[src/rtl/keypad_scanner.sv]
// keypad_scanner
// Scans a 5x4 active-low keypad matrix and produces debounced key events.
// One row strobe at a time is pulled low; after a settle interval the
// pulled-up column lines are sampled. A press must be seen on
// DEBOUNCE_COUNT consecutive samples before it is reported, and a release
// must likewise be seen on DEBOUNCE_COUNT consecutive all-high samples.
//
// Parameters:
//   SETTLE_CYCLES  - cycles each row is driven before sampling (>= 2)
//   DEBOUNCE_COUNT - consecutive matching samples to confirm (>= 1)
// Ports:
//   clk      in   system clock, rising edge
//   rst_n    in   asynchronous active-low reset
//   K_COL    in   [3:0] column lines, active-low (1 = open)
//   K_ROW    out  [4:0] row strobes, active-low one-hot
//   keyCode  out  [4:0] confirmed key = row*4 + col
//   keyValid out  one-cycle pulse on press confirmation
//   keyDown  out  high from press confirmation to release confirmation
module keypad_scanner #(
  parameter int SETTLE_CYCLES  = 1000,
  parameter int DEBOUNCE_COUNT = 4
) (
  input  logic       clk,
  input  logic       rst_n,
  input  logic [3:0] K_COL,
  output logic [4:0] K_ROW,
  output logic [4:0] keyCode,
  output logic       keyValid,
  output logic       keyDown
);

  localparam int DW = $clog2(SETTLE_CYCLES);
  localparam int MW = $clog2(DEBOUNCE_COUNT + 1);

  localparam logic [DW-1:0] DWELL_LAST = DW'(SETTLE_CYCLES - 1);
  localparam logic [MW-1:0] MATCH_DONE = MW'(DEBOUNCE_COUNT);

  localparam logic [1:0] SCAN    = 2'd0;
  localparam logic [1:0] CONFIRM = 2'd1;
  localparam logic [1:0] HELD    = 2'd2;

  logic [1:0]    state;
  logic [2:0]    row;
  logic [DW-1:0] dwell;
  logic [MW-1:0] match;
  logic [1:0]    lat_col;

  logic          sample;
  logic          col_hit;
  logic [1:0]    col_sel;
  logic [2:0]    row_next;
  logic [MW-1:0] match_inc;

  assign sample    = (dwell == DWELL_LAST);
  assign col_hit   = (K_COL != 4'hF);
  assign row_next  = (row == 3'd4) ? 3'd0 : row + 3'd1;
  assign match_inc = match + MW'(1);

  // Lowest-indexed closed column wins when several keys share a row.
  always_comb begin
    col_sel = 2'd3;
    if (!K_COL[0])      col_sel = 2'd0;
    else if (!K_COL[1]) col_sel = 2'd1;
    else if (!K_COL[2]) col_sel = 2'd2;
  end

  // Row strobe is decoded straight from the row index, so it is always
  // one-hot low and returns to row 0 the moment reset asserts.
  always_comb begin
    case (row)
      3'd0:    K_ROW = 5'b11110;
      3'd1:    K_ROW = 5'b11101;
      3'd2:    K_ROW = 5'b11011;
      3'd3:    K_ROW = 5'b10111;
      3'd4:    K_ROW = 5'b01111;
      default: K_ROW = 5'b11110;
    endcase
  end

  // The dwell counter free-runs across states; every row change happens on
  // a sample edge, so wrapping here also restarts the count for a new row.
  always_ff @(posedge clk or negedge rst_n) begin
    if (!rst_n) begin
      dwell <= '0;
    end else if (sample) begin
      dwell <= '0;
    end else begin
      dwell <= dwell + DW'(1);
    end
  end

  always_ff @(posedge clk or negedge rst_n) begin
    if (!rst_n) begin
      state    <= SCAN;
      row      <= 3'd0;
      match    <= '0;
      lat_col  <= 2'd0;
      keyCode  <= 5'd0;
      keyValid <= 1'b0;
      keyDown  <= 1'b0;
    end else begin
      keyValid <= 1'b0;
      if (sample) begin
        case (state)
          SCAN: begin
            if (!col_hit) begin
              row <= row_next;
            end else begin
              lat_col <= col_sel;
              // With a single-sample debounce the first hit is already
              // the confirming one.
              if (DEBOUNCE_COUNT == 1) begin
                keyCode  <= {row, col_sel};
                keyValid <= 1'b1;
                keyDown  <= 1'b1;
                match    <= '0;
                state    <= HELD;
              end else begin
                match <= MW'(1);
                state <= CONFIRM;
              end
            end
          end
          CONFIRM: begin
            if (col_hit && (col_sel == lat_col)) begin
              if (match_inc == MATCH_DONE) begin
                keyCode  <= {row, lat_col};
                keyValid <= 1'b1;
                keyDown  <= 1'b1;
                match    <= '0;
                state    <= HELD;
              end else begin
                match <= match_inc;
              end
            end else begin
              // Bounce or a different key: drop it and keep scanning.
              match <= '0;
              state <= SCAN;
              row   <= row_next;
            end
          end
          HELD: begin
            // Any closure restarts the release count, so only an unbroken
            // run of all-high samples ends the press.
            if (col_hit) begin
              match <= '0;
            end else if (match_inc == MATCH_DONE) begin
              keyDown <= 1'b0;
              match   <= '0;
              state   <= SCAN;
              row     <= row_next;
            end else begin
              match <= match_inc;
            end
          end
          default: begin
            match <= '0;
            state <= SCAN;
          end
        endcase
      end
    end
  end

endmodule

[config.mk]
export PLATFORM = sky130hd
export DESIGN_NAME = keypad_scanner
export DESIGN_NICKNAME = d
export VERILOG_FILES = /design/src/rtl/keypad_scanner.sv
export SDC_FILE = /design/constraint.sdc
export NUM_CORES = 1
export LEC_CHECK = 0
export BUFFER_PORTS_ARGS = -buffer_cell sky130_fd_sc_hd__clkbuf_2
export CAP_MARGIN = 20
export CORE_MARGIN = 2
export CORE_UTILIZATION = 57
export DETAILED_ROUTE_END_ITERATION = 7
export HOLD_SLACK_MARGIN = 0.1
export PLACE_DENSITY = 0.78
export SLEW_MARGIN = 5
export SYNTH_ARGS = -nofsm -noshare
export SYNTH_HDL_FRONTEND = slang
export SYNTH_SLANG_ARGS = --single-unit
[constraint.sdc]
create_clock -name clk -period 2.25 [get_ports clk]
set_input_delay 0.225 -clock clk [delete_from_list [all_inputs] [get_ports clk]]
set_output_delay 0.225 -clock clk [all_outputs]
set_load 0.05 [all_outputs]
## Word-level counts from Yosys, hierarchy flattened

Index checks and enable logic that the tools add are counted.

- Bits in registers: 27
- Output and inout bits: 12
- Logic and storage cells: 70

- Add/sub/neg operators: 3
- Eq/ne operators: 18
- Multiplexer cells: 31
- Reduce and logical (&&, ||, !) cells: 10

Operators by type and width:

| cell | number |
|---|---|
| 3-bit 2-to-1 mux | 9 |
| 5-bit one-hot mux with 4 select lines | 1 |
| 3-bit one-hot mux with 3 select lines | 2 |
| 2-bit 2-to-1 mux | 7 |
| 2-bit inequality test (second input constant) | 7 |
| 6-bit AND reduction | 2 |
| 10-bit by 1-bit adder with 10-bit output (second input constant) | 1 |
| 10-bit == test (second input constant) | 1 |
| 10-bit 2-to-1 mux | 1 |
| 1-bit 2-to-1 mux | 9 |
| 3-bit by 1-bit adder with 3-bit output (second input constant) | 2 |
| 3-bit by 2-bit == test with 1-bit output (second input constant) | 2 |
| 3-bit == test (second input constant) | 2 |
| 2-bit one-hot mux with 3 select lines | 1 |
| 5-bit AND reduction | 1 |
| 4-bit inequality test (second input constant) | 1 |
| 4-bit AND reduction | 1 |
| 3-bit by 1-bit == test with 1-bit output (second input constant) | 1 |
| 3-bit inequality test (second input constant) | 1 |
| 3-bit AND reduction | 1 |
| 3-bit nonzero test | 1 |
| 2-bit by 1-bit == test with 1-bit output (second input constant) | 1 |
| 2-bit == test | 1 |
| 2-bit == test (second input constant) | 1 |
| 5 further kinds | 5 |

## Logic depth before layout (Yosys ltp)

- Word-level depth: 8
- Gate-level depth with buffers: 7
- Depth with buffers taken out: 6

## Worst setup path after synthesis

No wires, ideal clock.

- Path type: reg2reg
- Start point: reg dwell[0]
- End point: reg lat_col[0]
- Library setup time: 126 ps
- Arrival: 1888 ps
- Path slack: 236 ps
- Cell stages (with the launch flop): 7
- Clock period less this slack: 2014 ps
- Path through: dfrtp_1 -> ha_1 -> nand2_2 -> or4_1 -> buf_2 -> or4_4 -> mux2i_1

- Longest elaborated chain between the ends: 2

Ends and longest elaborated chain:

| item | line | RTL |
|---|---|---|
| start: declaration | 44 | `logic [DW-1:0] dwell;` |
| start signal: assignment | 88 | `dwell <= dwell + DW'(1);` |
| 10-bit == test | 54 | `assign sample = (dwell == DWELL_LAST);` |
| 3-bit AND reduction (no source line) | - |  |
| end signal: assignment | 109 | `lat_col <= col_sel;` |
| end: declaration | 46 | `logic [1:0] lat_col;` |

No other way between the ends.
A chain may end at the register's enable or synchronous reset.

## Worst setup path in the final report

- Start point: reg dwell[0]
- End point: reg lat_col[1]

Same word-level chain as after synthesis.

==> results.md <==
- In this run the count of I/O pins placed on the die edge is 18.
- In the final layout, flip-flops and latches occupy 676 µm².
- Setup repair after global routing left no endpoint under its margin.
- Summed over all cells, the static leakage comes to 0.787 nW.
- The area fraction in and, or, nand and nor cells after synthesis is 19.8%.
- The worst max-slew margin expressed relative to the limit is 55.8%.
- The die covers 3160 µm².
- The design draws 0.000751 W.
- The setup violation total in the final timing report is 0.
- The post-layout net count is 190.
- The per-cell routed wire length is 14.6 µm.
- The initial antenna violation count is 0.
- Of all flip-flops after synthesis, the portion carrying an async set or reset was 100%.
- Global routing consumed, over all layers together, 19.6% of the routing resources.
- For this run, the leading register cell type out of synthesis is dfrtp_1.
- The worst setup path is captured at a flip-flop.
- The first detailed-routing pass took 4 iterations.
- The number of endpoints with negative hold slack in the final report came to 0.
- The initial utilization of the core area, before any placement, comes to 61.6%.
- The routed layout has 1231 vias.
- The number of buffers added for setup after CTS is 0.
- After clock tree synthesis, the repair step resized 0 gates.
- Buffers inserted to repair hold after CTS numbered 1.
- The kind of path behind the tightest hold check is primary input to flip-flop.
- The number of vias per cell is 6.03.
- The congestion estimate from routability-driven global placement came to 0.816.
- TritonCTS built the clock tree.
- The areal power density over the cells is 440 nW/µm².
- For this run, the top clock speed supported by timing is 501 MHz.
- The share of the clock period used by the worst path after layout is 88.7%.
- Measured along the x axis, the die boundary spans 56.2 µm.
- The largest clock skew in the final design is 25.0 ps.
- The post-route antenna net violation count is 0.
- The library cells used most frequently in the layout, excluding fill and tap cells, are dfrtp_1, clkbuf_2, inv_1.
- At the worst endpoint, the required time is 2500 ps.
- Measured along the y axis, the die boundary spans 56.2 µm.
- The worst setup path is launched from a flip-flop.
- The area growth from synthesis to layout is 9.82%.
- The repair_antennas step left the layout with diodes totalling 0.
- The estimated wirelength of the detail-placed design is 2250 µm.
- The critical path capture point is lat_col[1].
- The most frequent standard cell in the layout excluding fill and tap cells is dfrtp_1.
- The number of global-route vias before repair was 1123.
- Buffers placed on the I/O ports in this run total 17.
- The first global-routing pass estimated 4980 µm of wire.
- The area of the core is 2520 µm².
- The final-report max-slew violation count is 0.
- The synthesized netlist devotes 3.38% of its cell area to XOR and XNOR gates.
- The aggregate global routing overflow is 0.
- The number of buffers on the longest clock path is 2.
- Summing all multi-input logic gate instances after layout gives 807 µm².
- The run finished with clean final reports.
- The beginning of the critical path is dwell[0].
- The actual slew at the worst max-slew pin is 663 ps.
- In this run, synthesis inferred 0 flip-flops with an integrated enable.
- The startpoint identified for the worst register-to-register timing path is dwell[0].
- The floorplan has 18 rows.
- When the netlist entered floorplanning its net count stood at 169.
- Synthesis handed over a netlist of 154 instances.
- The final critical path time including I/O delays and setup is 2000 ps.
- For the worst setup path, the data arrival time is 2250 ps.
- The total DRC errors in the routed layout is 0.
- The number of max-cap violations is 0.
- The largest net degree at the start of global routing is 28.
- The complex-gate fraction of the synthesized area is 15.9%.
- The hold path depth is 3.
- The maximum net fanout on the critical path is 5.
- The worst register-to-register path has a setup slack of 250 ps.
- Summing the sequential cell areas from Yosys gives 43.5% of the chip area.
- Counting flops and latches in the post-synthesis netlist gives 27.
- The combinational family with the most area after synthesis is simple AND/OR/NAND/NOR gates.
- The clock sink total is 27.
- The clock insertion delay at the later pin of the skew report is 340 ps.
- During synthesis, Yosys emitted a total of 0 warnings.
- Measured in cells, the most critical reg-to-reg path has a length of 5.
- The synthesized netlist devotes 7.25% of its cell area to adder and majority cells.
- The routed design has 2980 µm of wire.
- The root buffer cell chosen for the clock tree is clkbuf_4.
- The average instance in the mapped netlist occupies 10.1 µm².
- CTS built an H-tree with a depth of 1.
- After routing, the total negative slack on setup checks comes to 0 ps.
- After synthesis, the share of cell area in mux cells is 5.56%.
- The end of the worst register-to-register path is lat_col[1].
- After clock tree synthesis, the clock-pin slew on the worst setup and hold paths is 160 ps.
- The mapped netlist covers 1550 µm².
- The number of DRC markers after the initial detailed-route iteration is 44.
- The netlist uses 49 different library cells.
- The number of buffers created by CTS is 3.
- The share of cells above drive strength 1 is 22.4%.
- Fill cells in the final layout number 202.
- The peak supply drop is 0.000312 V.
- The startpoint-to-endpoint class of the critical path is flip-flop to flip-flop.
state kept, by name, indices dropped and copies added (netlist names):
| signal | count |
|---|---|
| dwell | 10 |
| keyCode | 5 |
| keyDown | 1 |
| keyValid | 1 |
| lat_col | 2 |
| match | 3 |
| row | 3 |
| state | 2 |
report_power, final:
part           internal, W  leakage (nW)  switching (W)  total (W)
clock network    0.0000669        0.0177       0.000147   0.000214
logic            0.0000163         0.431      0.0000281  0.0000444
registers         0.000488         0.339     0.00000428   0.000492
total             0.000571         0.787       0.000180   0.000751
cell usage after synthesis (2+ instances only):
| library cell | count | area, µm² |
|---|---|---|
| a21oi_1 | 4 | 20.0 |
| a22oi_1 | 2 | 15.0 |
| and2_2 | 2 | 15.0 |
| clkbuf_1 | 2 | 7.51 |
| dfrtp_1 | 27 | 676 |
| ha_1 | 9 | 113 |
| inv_1 | 11 | 41.3 |
| mux2_2 | 5 | 56.3 |
| mux2i_1 | 3 | 30.0 |
| nand2_1 | 9 | 33.8 |
| nand3_1 | 4 | 20.0 |
| nand3b_1 | 4 | 30.0 |
| nand4_1 | 7 | 43.8 |
| nor2_1 | 10 | 37.5 |
| nor3_1 | 5 | 25.0 |
| o211ai_1 | 4 | 30.0 |
| o21ai_0 | 8 | 40.0 |
| o22ai_1 | 3 | 18.8 |
| xnor2_1 | 3 | 26.3 |
| xor2_1 | 3 | 26.3 |
layer usage:
layer  GRT usage, %  routed length [µm]  up-vias
li1               -                   -      605
met5              0                   0        -
met4           5.10                  28        0
met2           30.8                1430       22
met1           28.1                1420      601
met3           3.02                  97        3
final cells by class:
cell class	instances	share of cell area, %
well taps	30	2.20
repair buffers	21	6.89
inverters	11	2.42
clock inverters	1	0.293
clock buffers	3	1.32
multi-input cells	111	47.3
flip-flops and latches	27	39.6
logic make-up after synthesis:
| family | count (synthesis) |
|---|---|
| mux | 8 |
| flops | 27 |
| fa+ha+maj | 9 |
| buf+inv | 16 |
| compound gates | 35 |
| simple gates | 53 |
| xor+xnor | 6 |
worst max-delay path, cell delays in order, from the launching register on:
cell     delay [ps]
dfrtp_1         390
ha_1            220
nand2_2         100
or4_1           540
or4_4           540
mux2i_1         140
worst min path at each step:
stage,from,to,slack [ps]
global placement,rst_n,dwell[5],270
floorplan,rst_n,dwell[0],-70
detailed placement,rst_n,dwell[5],280
global route,K_COL[0],lat_col[0],200
CTS,K_COL[1],lat_col[1],190
finish,K_COL[1],lat_col[1],190
per-stage QoR:
step                      hold WS, ps  worst slack (ps)  std cells  util, %  area, µm²
after global routing              200               117        204     67.7       1710
after global placement            274               280        199     66.2       1670
after detailed placement          284               239        199     66.2       1670
after floorplan                 -70.6               236        154        -       1550
final                             191               255        204     67.7       1710
after CTS                         185               225        204     67.7       1710
Power figures use the tool's default switching activity.
